==> src/rtl/vs_fp_dot_acc.sv <==
// rtl/vs_fp_dot_acc.sv - streaming Q-format dot-product accumulator with saturated 32-bit result
// Optional macro VS_FP_DOT_ACC_ROUND_EN: round each product to nearest before the Q shift.

module vs_fp_dot_acc #(
  parameter int Q     = 15,
  parameter int LEN_W = 16
) (
  input  logic             clk,
  input  logic             reset,
  input  logic             in_valid,
  output logic             in_ready,
  input  logic [31:0]      a,
  input  logic [31:0]      b,
  input  logic             in_last,
  output logic             out_valid,
  input  logic             out_ready,
  output logic [31:0]      out_data,
  output logic [LEN_W-1:0] out_len,
  output logic             out_sat
);

  typedef enum logic [1:0] {ACCUM, DRAIN, OUT} state_t;
  state_t state, state_next;

  localparam logic signed [63:0] MAX_V    = 64'sh0000_0000_7FFF_FFFF;
  localparam logic signed [63:0] MIN_V    = -MAX_V;
  localparam logic [LEN_W-1:0]   FORCE_AT = {{(LEN_W-1){1'b1}}, 1'b0};

  logic signed [63:0] a_ext, b_ext, prod, prod_q, p, acc, sum;
  logic               p_valid, p_last, accept, last_eff;
  logic [LEN_W-1:0]   count, seen;

  assign a_ext = {{32{a[31]}}, a};
  assign b_ext = {{32{b[31]}}, b};
  assign prod  = a_ext * b_ext;

`ifdef VS_FP_DOT_ACC_ROUND_EN
  assign prod_q = (prod + (64'sd1 <<< (Q-1))) >>> Q;
`else
  assign prod_q = prod >>> Q;
`endif

  // Elements accepted so far include the product still sitting in stage 1.
  assign seen     = count + LEN_W'(p_valid);
  assign last_eff = in_last || (seen == FORCE_AT);
  assign accept   = in_valid && in_ready;
  assign sum      = acc + p;

  always_ff @(posedge clk or posedge reset) begin
    if (reset) state <= ACCUM;
    else       state <= state_next;
  end

  always_comb begin
    state_next = state;
    in_ready   = 1'b0;
    out_valid  = 1'b0;
    case (state)
      ACCUM: begin
        in_ready = 1'b1;
        if (in_valid && last_eff) state_next = DRAIN;
      end
      DRAIN: state_next = OUT;
      OUT: begin
        out_valid = 1'b1;
        if (out_ready) state_next = ACCUM;
      end
      default: state_next = ACCUM;
    endcase
  end

  always_ff @(posedge clk or posedge reset) begin
    if (reset) begin
      p        <= '0;
      p_valid  <= 1'b0;
      p_last   <= 1'b0;
      acc      <= '0;
      count    <= '0;
      out_data <= '0;
      out_len  <= '0;
      out_sat  <= 1'b0;
    end else begin
      p_valid <= accept;
      if (accept) begin
        p      <= prod_q;
        p_last <= last_eff;
      end
      if (p_valid) begin
        if (p_last) begin
          // Symmetric clamp keeps 32'h80000000 out of the result.
          if (sum > MAX_V) begin
            out_data <= MAX_V[31:0];
            out_sat  <= 1'b1;
          end else if (sum < MIN_V) begin
            out_data <= MIN_V[31:0];
            out_sat  <= 1'b1;
          end else begin
            out_data <= sum[31:0];
            out_sat  <= 1'b0;
          end
          out_len <= count + LEN_W'(1);
          acc     <= '0;
          count   <= '0;
        end else begin
          acc   <= sum;
          count <= count + LEN_W'(1);
        end
      end
    end
  end

endmodule

==> config.mk <==
export PLATFORM = sky130hd
export DESIGN_NAME = vs_fp_dot_acc
export DESIGN_NICKNAME = d
export VERILOG_FILES = /design/src/rtl/vs_fp_dot_acc.sv
export SDC_FILE = /design/constraint.sdc
export NUM_CORES = 2
export LEC_CHECK = 0
export ABC_AREA = 1
export BUFFER_PORTS_ARGS = -buffer_cell sky130_fd_sc_hd__buf_2
export CORE_UTILIZATION = 51
export DETAILED_ROUTE_END_ITERATION = 6
export PLACE_DENSITY = 0.7
export RECOVER_POWER = 25
export SYNTH_ARGS = -nofsm -noshare
export SYNTH_HDL_FRONTEND = slang
export SYNTH_SLANG_ARGS = --single-unit
==> constraint.sdc <==
create_clock -name clk -period 4.8 [get_ports clk]
set_clock_uncertainty 0.1 [all_clocks]
set_input_delay 0 -clock clk [delete_from_list [all_inputs] [get_ports clk]]
set_output_delay 0 -clock clk [all_outputs]
set_load 0.01 [all_outputs]
==> results.yml <==
outcome:
  status: "complete, but fails checks"
  failed_checks: "capacitance limit, slew limit, setup timing"
route:
  wirelength_um: 163700
  wire_per_inst_um: 18.49
  initialDrtViolationCount: 3449
  dr_total_vias: 45647
  drt-vias-per-instance: 5.157
  postRouteAntennaNets: 0
  drc: 0
  first_pass_iters: 6
worst_setup_path:
  critPathLaunchType: "primary input"
  path_class: "primary input to flop"
  arrival_ns: 6.56
  cp-end-kind: "flop"
  cp.required_ns: 5.06
  cp_max_fo: 4
clock_network:
  path_clk_slew_ns: 0.08
  cts_buffers: 17
  cts_buffer_depth: 2
  cts_max_level: 4
  cts_sinks: 182
  cts_root_buf: "clkbuf_16"
  cts_tree: "done"
  worst_skew_pair.late_latency_ns: 0.48
synth:
  synth_compound_area_share_pct: 4.720
  synth_area_sq_um: 51530
  ys_async_sr_fraction_pct: 100.0
  synth_seq_area_share_pct: 8.838
  ys_warn_count: 0
  synth_fa_ha_area_share_pct: 48.01
  syn_inst: 6983
  synth_top_family_by_area: "adder cells"
  synth_simple_gate_area_share_pct: 20.88
  syn_avg_cell_area_sq_um: 7.380
  ys_ff_latch: 182
  synth_top_area_share_pct: 42.03
  synth_top_flop_cell: "dfrtp_1"
  yosys-top-cells-area: "fa_1 (42%), nand2_1 (16%), inv_1 (15%)"
  synth_nets: 8380
  ys_types: 43
  synthMuxAreaShare_pct: 0
  synth-edff-count: 0
  synth_xor_area_share_pct: 1.054
  yosysTopAreaCell: "fa_1"
global_route:
  grt_pass1_wl_um: 258700
  globalRouteOverflowTotal: 0
  grt_max_degree: 158
  grt_pass1_vias: 48119
  antenna_found_initial: 1
  grt_usage_pct: 32.45
placement:
  place_area_sq_um: 58450
  io_buffers: 119
  place_congestion: 0.9800
  dp.final_hpwl_um: 134400
timing:
  finalSetupViolCount: 49
  layout_min_cycle_time_ns: 6.295
  worst_slew_pin_slew_ns: 2.314
  hold_viol: 0
  finalCritPeriodShare_pct: 131.1
  max_freq_mhz: 158.9
  slew_viol_final: 158
  slew_headroom_pct: -54.24
  rsz0062_at_grt: "yes"
  setup_slack_ns: -1.495
final_layout:
  finish.instance_area_sq_um: 63440
  syn_to_final_growth_pct: 23.11
  utilization_pct: 63.35
  seq_area_sq_um: 4556
  nNetsFinal: 8936
  fillers: 8586
  drive_above_1_share_pct: 18.92
  multi_input_area_sq_um: 41550
hold_path:
  holdCritPathClass: "primary input to flop"
floorplanning:
  fp.dieW_um: 319.9
  start_util_pct: 51.46
  core_area_sq_um: 100100
  num_rows: 116
  io_pins: 120
  dieArea_sq_um: 102300
  dieHeight_um: 319.9
run:
  cap_violations: 1
-- layout make-up --
type / count / share of cell area (%)
multi-input combinational: 4549 / 65.49
inverter: 2016 / 11.96
timing repair buffer: 772 / 11.77
sequential: 182 / 7.181
tap: 1298 / 2.560
clock buffer: 17 / 0.6706
clock inverter: 15 / 0.3451
timing repair inverter: 1 / 0.01183
antenna: 1 / 0.003944
-- worst paths after layout --
| path | end | from | depth (start not counted) | slack [ns] |
|---|---|---|---|---|
| min reg2reg | out_data[17] | out_data[17] | 2 | 0.38 |
| min | p[0] | in_valid | 5 | 0.02 |
| max in group asynchronous | acc[61] | reset | 4 | 1.53 |
| min in group asynchronous | out_data[11] | reset | 3 | 0.16 |
| max reg2reg | out_data[11] | p[44] | 19 | 0.53 |
| max | p[42] | b[31] | 26 | -1.49 |
-- registers in the layout, summed over array words and instances, names as in the netlist --
name,cells
acc,64
count,16
out_data,32
out_len,16
out_sat,1
p,49
p_last,1
p_valid,1
state,2
-- cell families (layout without fill, tap and decap cells) --
| logic type | Yosys count | count (layout) |
|---|---|---|
| simple gates | 2721 | 2721 |
| buf+inv | 2252 | 2821 |
| fa+ha+maj | 1328 | 1328 |
| compound gates | 438 | 438 |
| flops | 182 | 182 |
| xor+xnor | 62 | 62 |
| other cells | 0 | 1 |
-- cells in the final DEF (no fill, tap or decap), types with 9 or more instances in the layout --
master and instances:
buf_16 10, o21ai_1 34, nand4_1 36, nor3_1 14
clkbuf_16 26, a21oi_1 86, inv_1 1911, ha_4 54
nand3_2 14, or2_4 9, xnor2_1 17, a21o_1 9
buf_2 19, a21oi_2 55, buf_12 76, nand2_2 92
nand2_4 38, or2_2 11, o21ai_2 31, dfrtp_1 181
nor2_2 44, nand2_1 2026, clkbuf_1 51, o21ai_4 10
nor2_1 210, buf_4 482, buf_8 15, fa_2 99
a31oi_1 26, ha_1 192, fa_1 983, buf_6 102
xor2_1 31, a21oi_4 26, inv_2 98, o22ai_1 68
nand3_1 145, o21ai_0 54, nor2_4 42
-- synthesized netlist by cell type (36+ instances only) --
| library cell | count |
|---|---|
| nor2_1 | 281 |
| clkbuf_1 | 221 |
| fa_1 | 1082 |
| nand4_1 | 36 |
| dfrtp_1 | 182 |
| nand2_1 | 2147 |
| inv_1 | 2010 |
| a21oi_1 | 167 |
| o21ai_0 | 125 |
| ha_1 | 246 |
| nand3_1 | 156 |
| o22ai_1 | 68 |
-- critical path, stage by stage --
cell and delay, ns:
buf_6 0.12, clkinvlp_4 0.17, or2_4 0.29, fa_1 0.49
fa_1 0.49, inv_1 0.05, fa_1 0.45, fa_1 0.57
fa_2 0.50, fa_1 0.50, fa_1 0.48, inv_1 0.05
fa_1 0.49, inv_1 0.07, ha_4 0.17, buf_4 0.13
a21oi_1 0.18, inv_1 0.12, a31oi_1 0.28, a21boi_4 0.28
o21ai_4 0.10, nand4_1 0.13, nand2_2 0.09, or2_4 0.23
nand3_2 0.06, nand2_1 0.05
-- per-stage QoR --
stage               std cells  worst slack, ns  setup TNS (ns)  hold slack, ns
floorplan                6983           -1.801          -54.05         0.07260
global placement         8698           -2.150          -91.47       -0.005339
detailed placement       8698           -2.254          -94.64      -0.0002234
CTS                      8789           -1.385          -57.39         0.01004
global route             8850           -1.687          -68.22         0.07117
finish                   8851           -1.495          -59.04         0.02149
-- timing repair --
item	in CTS	in global routing
resized for setup	452	402
endpoints found under the hold margin	28	0
pin swaps	235	202
gates cloned	13	10
hold buffers	3	0
endpoints found under the setup margin	49	49
setup buffers	45	55
-- per-layer routing --
metal | GRT usage [%] | vias to the layer above | share of wire, %
met3 | 4.661 | 384 | 7.5
met2 | 54.49 | 1731 | 48
met4 | 10.98 | 2 | 3.9
met1 | 43.11 | 22448 | 41
li1 | - | 21082 | -
met5 | 0 | - | 0.0055
Power is left out: the tool's default activity adds up to more than one toggle a clock period on the data nets, which glitch-free logic cannot reach.
